[src/rtl/aim_line_draw_pkg.sv]
// Shared definitions for the aim-line redraw block: grid size, origin, widths and FSM states.
package aim_line_draw_pkg;

  localparam int unsigned XW = 8;   // x coordinate width
  localparam int unsigned YW = 7;   // y coordinate width
  localparam int unsigned CW = 3;   // colour width
  localparam int unsigned EW = 10;  // signed delta / error width

  localparam int unsigned    SCREEN_W_DEF = 160;
  localparam int unsigned    SCREEN_H_DEF = 120;
  localparam logic [XW-1:0]  ORIGIN_X_DEF = 8'd60;
  localparam logic [YW-1:0]  ORIGIN_Y_DEF = 7'd64;

  typedef enum logic [2:0] {
    StIdle,
    StEraseInit,
    StErase,
    StDrawInit,
    StDraw,
    StDone
  } state_e;

  function automatic logic [XW-1:0] clamp_x(input logic [XW-1:0] v, input logic [XW-1:0] lim);
    return (v > lim) ? lim : v;
  endfunction

  function automatic logic [YW-1:0] clamp_y(input logic [YW-1:0] v, input logic [YW-1:0] lim);
    return (v > lim) ? lim : v;
  endfunction

endpackage

[src/rtl/aim_line_draw_line_stepper.sv]
// Integer Bresenham line stepper, valid in all eight octants.
// load captures the endpoints; each step advances one pixel until last is reached.
module line_stepper
  import aim_line_draw_pkg::*;
(
  input  logic          clk,
  input  logic          resetn,
  input  logic          load,
  input  logic          step,
  input  logic [XW-1:0] x0,
  input  logic [YW-1:0] y0,
  input  logic [XW-1:0] x1,
  input  logic [YW-1:0] y1,
  output logic [XW-1:0] x,
  output logic [YW-1:0] y,
  output logic          last
);

  logic [XW-1:0]        x_q, x_d, xe_q;
  logic [YW-1:0]        y_q, y_d, ye_q;
  logic signed [EW-1:0] dx_q, dy_q, err_q, err_d;
  logic signed [EW-1:0] ddx, ddy, adx, ady, e2;
  logic                 sx_q, sy_q;

  assign x    = x_q;
  assign y    = y_q;
  assign last = (x_q == xe_q) && (y_q == ye_q);

  always_comb begin
    ddx   = $signed(EW'(x1)) - $signed(EW'(x0));
    ddy   = $signed(EW'(y1)) - $signed(EW'(y0));
    adx   = ddx[EW-1] ? -ddx : ddx;
    ady   = ddy[EW-1] ? -ddy : ddy;
    e2    = err_q <<< 1;
    x_d   = x_q;
    y_d   = y_q;
    err_d = err_q;
    if (step && !last) begin
      // dy_q is kept non-positive so one error term serves both axes
      if (e2 >= dy_q) begin
        err_d = err_d + dy_q;
        x_d   = sx_q ? x_q - XW'(1) : x_q + XW'(1);
      end
      if (e2 <= dx_q) begin
        err_d = err_d + dx_q;
        y_d   = sy_q ? y_q - YW'(1) : y_q + YW'(1);
      end
    end
  end

  always_ff @(posedge clk or negedge resetn) begin
    if (!resetn) begin
      x_q   <= '0;
      y_q   <= '0;
      xe_q  <= '0;
      ye_q  <= '0;
      dx_q  <= '0;
      dy_q  <= '0;
      err_q <= '0;
      sx_q  <= 1'b0;
      sy_q  <= 1'b0;
    end else if (load) begin
      x_q   <= x0;
      y_q   <= y0;
      xe_q  <= x1;
      ye_q  <= y1;
      dx_q  <= adx;
      dy_q  <= -ady;
      err_q <= adx - ady;
      sx_q  <= ddx[EW-1];
      sy_q  <= ddy[EW-1];
    end else begin
      x_q   <= x_d;
      y_q   <= y_d;
      err_q <= err_d;
    end
  end

endmodule

[src/rtl/aim_line_draw.sv]
// Aim-line redraw: erases the previous line in black, then draws the new line,
// both from the fixed origin, one pixel per cycle through a shared stepper.
module aim_line_draw
  import aim_line_draw_pkg::*;
#(
  parameter logic [XW-1:0] ORIGIN_X = ORIGIN_X_DEF,
  parameter logic [YW-1:0] ORIGIN_Y = ORIGIN_Y_DEF,
  parameter int unsigned   SCREEN_W = SCREEN_W_DEF,
  parameter int unsigned   SCREEN_H = SCREEN_H_DEF
) (
  input  logic          clk,
  input  logic          resetn,
  input  logic          start,
  input  logic [XW-1:0] x_end,
  input  logic [YW-1:0] y_end,
  input  logic [CW-1:0] color_in,
  output logic [XW-1:0] vga_x,
  output logic [YW-1:0] vga_y,
  output logic [CW-1:0] vga_color,
  output logic          plot,
  output logic          busy,
  output logic          done
);

  localparam logic [XW-1:0] XMax = XW'(SCREEN_W - 1);
  localparam logic [YW-1:0] YMax = YW'(SCREEN_H - 1);

  state_e        state_q, state_d;
  logic [XW-1:0] tx_q, px_q, vx_q, st_x, ld_x;
  logic [YW-1:0] ty_q, py_q, vy_q, st_y, ld_y;
  logic [CW-1:0] col_q, vc_q, cur_color;
  logic          accept, store_prev, ld, stp, st_last;

  line_stepper u_stepper (
    .clk    (clk),
    .resetn (resetn),
    .load   (ld),
    .step   (stp),
    .x0     (ORIGIN_X),
    .y0     (ORIGIN_Y),
    .x1     (ld_x),
    .y1     (ld_y),
    .x      (st_x),
    .y      (st_y),
    .last   (st_last)
  );

  always_comb begin
    state_d    = state_q;
    accept     = 1'b0;
    store_prev = 1'b0;
    ld         = 1'b0;
    stp        = 1'b0;
    plot       = 1'b0;
    busy       = 1'b1;
    done       = 1'b0;
    cur_color  = col_q;
    ld_x       = px_q;
    ld_y       = py_q;
    unique case (state_q)
      StIdle: begin
        busy = 1'b0;
        if (start) begin
          accept  = 1'b1;
          state_d = StEraseInit;
        end
      end
      StEraseInit: begin
        ld      = 1'b1;
        state_d = StErase;
      end
      StErase: begin
        plot      = 1'b1;
        cur_color = '0;
        if (st_last) state_d = StDrawInit;
        else         stp     = 1'b1;
      end
      StDrawInit: begin
        ld      = 1'b1;
        ld_x    = tx_q;
        ld_y    = ty_q;
        state_d = StDraw;
      end
      StDraw: begin
        plot = 1'b1;
        if (st_last) begin
          store_prev = 1'b1;
          state_d    = StDone;
        end else begin
          stp = 1'b1;
        end
      end
      StDone: begin
        done    = 1'b1;
        state_d = StIdle;
      end
      default: begin
        busy    = 1'b0;
        state_d = StIdle;
      end
    endcase
  end

  // Pixel outputs pass through while plotting and hold otherwise
  assign vga_x     = plot ? st_x : vx_q;
  assign vga_y     = plot ? st_y : vy_q;
  assign vga_color = plot ? cur_color : vc_q;

  always_ff @(posedge clk or negedge resetn) begin
    if (!resetn) begin
      state_q <= StIdle;
      tx_q    <= ORIGIN_X;
      ty_q    <= ORIGIN_Y;
      px_q    <= ORIGIN_X;
      py_q    <= ORIGIN_Y;
      col_q   <= '0;
      vx_q    <= '0;
      vy_q    <= '0;
      vc_q    <= '0;
    end else begin
      state_q <= state_d;
      if (accept) begin
        tx_q  <= clamp_x(x_end, XMax);
        ty_q  <= clamp_y(y_end, YMax);
        col_q <= color_in;
      end
      if (store_prev) begin
        px_q <= tx_q;
        py_q <= ty_q;
      end
      if (plot) begin
        vx_q <= st_x;
        vy_q <= st_y;
        vc_q <= cur_color;
      end
    end
  end

endmodule

[config.mk]
export PLATFORM = sky130hd
export DESIGN_NAME = aim_line_draw
export DESIGN_NICKNAME = d
export VERILOG_FILES = /design/src/rtl/aim_line_draw_pkg.sv /design/src/rtl/aim_line_draw_line_stepper.sv /design/src/rtl/aim_line_draw.sv
export SDC_FILE = /design/constraint.sdc
export NUM_CORES = 1
export LEC_CHECK = 0
export ABC_AREA = 0
export CAP_MARGIN = 10
export CORE_MARGIN = 4
export CORE_UTILIZATION = 64
export DETAILED_ROUTE_END_ITERATION = 10
export HOLD_SLACK_MARGIN = 0.05
export PLACE_DENSITY = 0.92
export SYNTH_ARGS = -nofsm -noshare
export SYNTH_HDL_FRONTEND = slang
export SYNTH_HIERARCHICAL = 1
export SYNTH_SLANG_ARGS = --single-unit
[constraint.sdc]
create_clock -name clk -period 11.98 [get_ports clk]
set_input_delay 1.797 -clock clk [delete_from_list [all_inputs] [get_ports clk]]
set_output_delay 1.797 -clock clk [all_outputs]
set_load 0.01 [all_outputs]
# ---- After elaboration in Yosys (flattened, before gate mapping)
# Index checks and enable logic that the tools add are counted.
# Widths: inputs -> output; s select.
dict set report op_classes {
  add_sub_neg 12
  order_cmp 4
  n_eq_ne 10
  muxes 37
  reduce_logical 13
}
# cell n
set op_table {}
lappend op_table {{$mux 10} 7}
lappend op_table {{$mux 8} 7}
lappend op_table {{$mux 7} 7}
lappend op_table {{$neg 10->10} 3}
lappend op_table {{$add 10x10->10} 2}
lappend op_table {{$mux 3} 5}
lappend op_table {{$pmux 3 s5} 1}
lappend op_table {{$ge 10x10->1} 1}
lappend op_table {{$le 10x10->1} 1}
lappend op_table {{$mux 1} 10}
lappend op_table {{$sub 10x10->10} 1}
lappend op_table {{$sub 8x6->9 const B} 1}
lappend op_table {{$add 8x1->8 const B} 1}
lappend op_table {{$eq 8x8->1} 1}
lappend op_table {{$gt 8x8->1 const B} 1}
lappend op_table {{$sub 7x7->8 const B} 1}
lappend op_table {{$sub 8x1->8 const B} 1}
lappend op_table {{$add 7x1->7 const B} 1}
lappend op_table {{$eq 7x7->1} 1}
lappend op_table {{$gt 7x7->1 const B} 1}
lappend op_table {{$sub 7x1->7 const B} 1}
lappend op_table {{$eq 3x2->1 const B} 2}
lappend op_table {{$eq 3x3->1 const B} 2}
lappend op_table {{$reduce_bool 2->1} 3}
lappend op_table {{other kinds (10)} 14}
dict set report totals {
  reg_bits 116
  in_bits 21
  out_inout_bits 21
  word_cells 94
}

# ---- Logic depth before layout (Yosys ltp)
# Gate-level depths: netlist of run 1.
dict set report logic_depth {
  ltp_word 10
  mapped_depth 25
  mapped_depth_nobuf 23
}

# ---- Hierarchy
# The synthesis of run 1 kept the hierarchy.
# module instances cells_each area_per_inst_um2 seq_area_each_um2
set by_module_without_submodules {}
lappend by_module_without_submodules {line_stepper 1 648 5791.8 1526.5}
lappend by_module_without_submodules {aim_line_draw 1 171 2383.5 1363.8}

# ---- Least setup slack after synthesis of run 1
# Ideal clock, no wire load.
dict set report synth_path {
  path_type {register to register}
  start {register state_q[0]}
  end {register u_stepper.err_q[8]}
  setup_ns 0.126
  t_arrival_ns 4.436
  t_required_ns 11.854
  path_slack_ns 7.418
  path_stages_with_launch 21
  synth_period_minus_slack_ns 4.562
  path_cell_list {dfrtp_1 buf_4 and2b_1 nand2_2 buf_4 mux2_2 ha_1 a21oi_1 o22ai_1 o21ai_1 nand2b_1 a21oi_2 mux2_2 fa_1 a21o_1 a21oi_1 nor2b_1 o21ai_0 a21oi_1 xnor2_1 a221o_1}
}
dict set report synth_via {
  elab_cells_between_ends 20
  classes_between {add/sub (5); eq/ne (4); mux (7); reduce/logical (4)}
}
# element line
set synth_rtl {}
lappend synth_rtl {{from (decl)} aim_line_draw.sv:28} ;# state_e state_q, state_d;
lappend synth_rtl {{from (signal assigned)} aim_line_draw.sv:111} ;# state_q <= StIdle;
lappend synth_rtl {{from (signal assigned)} aim_line_draw.sv:121} ;# state_q <= state_d;
lappend synth_rtl {{$eq 3x2->1 or $eq 3x1->1 (tied branches)} aim_line_draw.sv:60} ;# unique case (state_q)
lappend synth_rtl {{$reduce_or 2->1 (no source line) (*)} --}
lappend synth_rtl {{$mux 1 (*)} aim_line_draw.sv:60}
lappend synth_rtl {{via ld} aim_line_draw.sv:32} ;# logic accept, store_prev, ld, stp, st_last;
lappend synth_rtl {{$mux 10 or $reduce_bool 2->1 (tied branches)} --}
lappend synth_rtl {{to (signal assigned)} aim_line_draw_line_stepper.sv:69} ;# err_q <= adx - ady;
lappend synth_rtl {{to (signal assigned)} aim_line_draw_line_stepper.sv:75} ;# err_q <= err_d;
lappend synth_rtl {{to (decl)} aim_line_draw_line_stepper.sv:21} ;# logic signed [EW-1:0] dx_q, dy_q, err_q, err_d;
# Mark *: on every way through the listed nets, which the timed path passes. The rest lies on a longest branch.
# A chain may end at the register's enable or synchronous reset.

# ---- Final worst setup path of run 1
dict set report layout_path {
  start {register state_q[2]}
  end {register u_stepper.err_q[8]}
}
# Same word-level chain as after synthesis.

==> metrics.cfg, run 1 <==
[yosys]
synth_flop_cell=dfrtp_1
yosys.area.top_type=dfrtp_1
synth.avg_cell_area_um2=9.98
ys_top_cells_by_area=dfrtp_1 (32%), ha_1 (11%), mux2_2 (11%), xnor2_1 (4.8%), nand2_1 (3.3%)
synth_edf_count=0
synthArstFlopShare=1.00
ys_seq_elements=115
syn-instance-count=819
synth.distinct_cells=77
yosys_warnings=6
ys_seq_area_frac=0.354
synth_top_area_frac=0.321
netlist_area_mm2=0.00818

[layout]
final_cell_mix=dfrtp_1 (105), mux2_2 (77), nand2_1 (71), ha_1 (71), inv_1 (64)
area_growth_syn_to_layout_pct=14.8
antenna_cells=0
multi_input_area_mm2=0.00502
seq_area_mm2=0.00289
final_common_cell=dfrtp_1
nets=984
num-fill-cells=817
drive_gt1_frac=0.173

[timing]
drv_slew=0
worstMarginPinSlew_ns=1.12
finalCritPeriodShare=0.515
relSlewSlack=0.253
hold_viol=0
clock.fmax_mhz=162
finClkSkew_ns=0.0102
fin_setup_tns_ns=0
rsz0062_at_grt=no
setup_viol=0
period_minus_slack_ns=6.17

[drt]
drtIter0Drc=458
first_pass_iters=5
viasPerCell=5.87
remaining_drc_errors=0
via_count=6271
totalWireLength_um=18400
ant_nets=0
wl_per_cell_um=17.2

[grt]
grt_overflow_total=0
antenna_found_initial=0
grtUsageTotal=0.269
grt_max_degree=93
grt_pass1_wl_um=31200
grt_pass1_vias=6467

[cts]
cts_resized=0
cts_tree=yes
clock_path_buffers=2
ctsHoldBuffers=0
clkLatencyLatePin_ns=0.42
clockRootBuffer=clkbuf_16
cts.reportedPaths.clkPinSlew_ns=0.05
post_cts_buffers=0
htreeDepth=4
cts_sinks=115
cts_buffers=17

[place]
place_congestion=0.930
portBuffers=41
dp_hpwl_um=13200

[floorplanning]
initial_core_util=0.650
boundaryPins=42
coreArea_mm2=0.0126
die_area_mm2=0.0146
rows=41
fp.dieH_um=121
die_w_um=121

[setup_path]
r2r_slack_ns=5.81
reg2reg_to=u_stepper/err_q[8]$_DFFE_PN0P_
r2r-start=state_q[2]$_DFFE_PN0P_
cp_common_cell=a21oi_1
crit_family=compound AO/OA/AOI/OAI gates
crit_buf_inv=1
slowest_delay_ns=0.70
worstPathCellList=and2b_2 > buf_4 > nand2_2 > mux2_2 > ha_1 > a21oi_1 > o22ai_1 > o21ai_1 > nand2b_1 > a21oi_2 > mux2_2 > fa_1 > a21o_1 > a21oi_1 > nor2b_1 > o21ai_0 > a21oi_1 > xnor2_1 > a221o_1
crit_slowest_cell=buf_4
worstSetupPathType=flip-flop to flip-flop
r2r_cells=19
end_kind=flip-flop
worstPathArrival_ns=6.46
required_ns=12.27
start_kind=flip-flop
path_max_fanout=92

[flow_run]
maxCapViolCount=0

[worst_hold_path]
hold_path_end=vx_q[6]$_DFF_PN0_
hold_path_class=flip-flop to flip-flop
min_path_cells=1
worstHoldStart=vx_q[6]$_DFF_PN0_

[run_status]
status=complete, no violations

==> metrics by stage <==
stage                util  instances  area [um^2]  worst slack, ns  hold slack (ns)
CTS                 0.747       1069         9380             5.89            0.499
global placement    0.701       1038         8800             6.23            0.469
floorplan               -        845         8270             7.42            0.449
detailed placement  0.701       1038         8800             5.98            0.480
global route        0.747       1069         9380             5.35            0.513
finish              0.747       1069         9380             5.81            0.492
==> Yosys cell counts (4+ instances only) <==
master,number
dfrtp_1,105
mux2_2,77
ha_1,71
nand2_1,71
inv_1,64
xnor2_1,45
a21oi_1,38
o21ai_0,36
nor2_1,31
xor2_1,26
o21ai_1,23
nor2b_1,18
mux2i_1,16
a21o_1,15
nand3_1,13
nor3_1,12
clkbuf_1,11
dfstp_2,10
nand2b_1,8
o22a_1,8
fa_1,7
o221ai_1,6
buf_2,5
nand3b_1,5
o21a_1,5
o22ai_1,4
==> per-layer routing <==
layer,share of wire,GRT usage
met5,0,0
met4,0.030,0.111
met3,0.049,0.0541
met2,0.50,0.461
met1,0.42,0.330
==> area by class of cell <==
cell class,count,area share
Sequential cell,115,0.308
Multi-Input combinational cell,641,0.535
Clock inverter,10,0.0115
Clock buffer,21,0.0501
Timing Repair Buffer,45,0.0467
Tap cell,172,0.0229
Inverter,65,0.0260
==> logic make-up (layout without fill, tap and decap cells) <==
family                   count (synthesis)  after routing  share of synthesized area
XOR/XNOR                                75             75                     0.0840
AND/OR/NAND/NOR                        191            191                      0.122
adder cells (fa/ha/maj)                 78             78                      0.126
buffers and inverters                   89            141                     0.0448
AO/OA/AOI/OAI                          173            173                      0.139
flip-flops                             115            115                      0.354
multiplexers                            96             96                      0.130
other                                    2             28                   0.000919
==> flip-flops by register name (all words and copies together), names as in the netlist <==
signal / cells
u_stepper/dx_q: 10
u_stepper/dy_q: 10
u_stepper/err_q: 9
px_q: 8
tx_q: 8
u_stepper/x: 8
u_stepper/xe_q: 8
vx_q: 8
py_q: 7
ty_q: 7
u_stepper/y: 7
u_stepper/ye_q: 7
vy_q: 7
col_q: 3
state_q: 3
vc_q: 3
u_stepper/sx_q: 1
u_stepper/sy_q: 1
==> how the worst max path moves through the flow <==
stage	cells past startpoint	to	startpoint	slack, ns
after floorplan	20	u_stepper/err_q[8]$_DFFE_PN0P_	state_q[0]$_DFFE_PN0P_	7.42
after global placement	19	u_stepper/err_q[8]$_DFFE_PN0P_	state_q[2]$_DFFE_PN0P_	6.23
after detailed placement	19	u_stepper/err_q[8]$_DFFE_PN0P_	state_q[2]$_DFFE_PN0P_	5.98
after CTS	19	u_stepper/err_q[8]$_DFFE_PN0P_	state_q[2]$_DFFE_PN0P_	5.89
after global routing	19	u_stepper/err_q[8]$_DFFE_PN0P_	state_q[2]$_DFFE_PN0P_	5.35
final	19	u_stepper/err_q[8]$_DFFE_PN0P_	state_q[2]$_DFFE_PN0P_	5.81
Power of run 1 is left out: the tool's default activity adds up to more than one toggle a clock period on the data nets, which glitch-free logic cannot reach.
==> run 2, diff against run 1 <==
CORE_UTILIZATION = 62   (was 64)
PLACE_DENSITY = 0.9   (was 0.92)
clock period = 5.7 ns   (was 11.98 ns; I/O delays follow)
==> run 2 against run 1 <==
Highest routed layer unchanged; first-iteration DRC count increased by 1.7%; via count up 0.11%; sequential share of layout area shrank 0.078 points; clock skew is 0.0050 ns higher; critical endpoint unchanged; non-clock buffer count up 1; wire length is 0.66% higher; maximum frequency grew 20%; final cell count rose by 0.19%.
==> metrics.cfg, run 2 (synthesis gave the netlist of run 1 again) <==
[grt]
grt_overflow_total=0
antenna_found_initial=0
grt_max_degree=92
grt_pass1_vias=6515
grt_pass1_wl_um=31000
grtUsageTotal=0.264

[setup_path]
path_max_fanout=15
r2r-start=state_q[2]$_DFFE_PN0P_
worstSetupPathType=flip-flop to flip-flop
required_ns=6.01
start_kind=flip-flop
worstPathArrival_ns=5.43
setup.worst_path.start=state_q[2]$_DFFE_PN0P_
end_kind=flip-flop

[cts]
cts_sinks=115
ctsHoldBuffers=0
cts_resized=0
clkLatencyLatePin_ns=0.43
clock_path_buffers=2
htreeDepth=4
post_cts_buffers=0
clockRootBuffer=clkbuf_16
cts.reportedPaths.clkPinSlew_ns=0.06
cts_buffers=17
cts_tree=yes

[timing]
rsz0062_at_grt=no
drv_slew=0
period_minus_slack_ns=5.12
finalCritPeriodShare=0.899
hold_viol=0
fin_setup_tns_ns=0
holdWs_ns=0.495
finClkSkew_ns=0.0151
worstMarginPinSlew_ns=1.06
relSlewSlack=0.291
setup_viol=0
clock.fmax_mhz=195

[place]
portBuffers=41
dp_hpwl_um=13100
place_congestion=0.909

[floorplanning]
die_w_um=123
rows=41
fp.dieH_um=123
coreArea_mm2=0.0128
initial_core_util=0.640
boundaryPins=42
die_area_mm2=0.0151

[flow_run]
maxCapViolCount=0

[drt]
viasPerCell=5.86
totalWireLength_um=18500
via_count=6278
first_pass_iters=5
drtIter0Drc=466
remaining_drc_errors=0
wl_per_cell_um=17.3
ant_nets=0

[worst_hold_path]
worstHoldStart=vx_q[3]$_DFF_PN0_
hold_path_class=flip-flop to flip-flop

[run_status]
status=complete, no violations

[layout]
drive_gt1_frac=0.172
final_common_cell=dfrtp_1
final_cell_mix=dfrtp_1 (105), mux2_2 (77), nand2_1 (71), ha_1 (71), inv_1 (64)
antenna_cells=0
final_util=0.736
area_growth_syn_to_layout_pct=15.1
nets=985
reg.largest.list=u_stepper/dx_q x10, u_stepper/dy_q x10, u_stepper/err_q x9

==> run 2: worst max-delay path, stage by stage, from the launching register on <==
cell	delay (ns)
dfrtp_1	0.66
and2b_2	0.30
nand2_2	0.17
mux2_2	0.37
ha_1	0.35
a21oi_1	0.20
o22ai_1	0.12
o21ai_1	0.21
nand2b_1	0.10
a21oi_2	0.31
mux2_2	0.43
fa_1	0.48
a21o_1	0.18
a21oi_1	0.23
nor2b_1	0.07
o21ai_0	0.21
a21oi_1	0.12
xnor2_1	0.14
a221o_1	0.35
==> run 2: path summary, 6_finish.rpt <==
path / end / slack [ns] / cells past startpoint
setup / recovery: u_stepper/err_q[8]$_DFFE_PN0P_ / 0.58 / 18
min in group asynchronous: tx_q[7]$_DFFE_PN0P_ / 0.51 / 1
hold / removal: vx_q[3]$_DFF_PN0_ / 0.49 / 1
setup reg to reg: u_stepper/err_q[8]$_DFFE_PN0P_ / 0.58 / 18
max in group asynchronous: vx_q[6]$_DFF_PN0_ / 4.02 / 2
hold reg to reg: vx_q[3]$_DFF_PN0_ / 0.49 / 1
==> run 2: through the flow <==
stage               setup WS (ns)  std cells  instance area (um^2)
floorplan                    1.14        845                  8270
global placement            0.847       1039                  8810
detailed placement          0.657       1039                  8810
CTS                         0.620       1071                  9410
global route                0.237       1071                  9410
finish                      0.576       1071                  9410
==> run 2: area by class of cell <==
class,instances,area [um^2]
multi-input combinational,641,5020
timing repair buffer,46,445
sequential,115,2890
inverter,65,244
clock inverter,8,103
fill,836,3370
tap,172,215
clock buffer,24,492
==> run 2: metal layers <==
metal  routed length (um)  track usage
met5                    0            0
met4                  574        0.104
met3                 1000       0.0664
met2                 9110        0.444
met1                 7850        0.324
Power of run 2 is left out for the same reason.
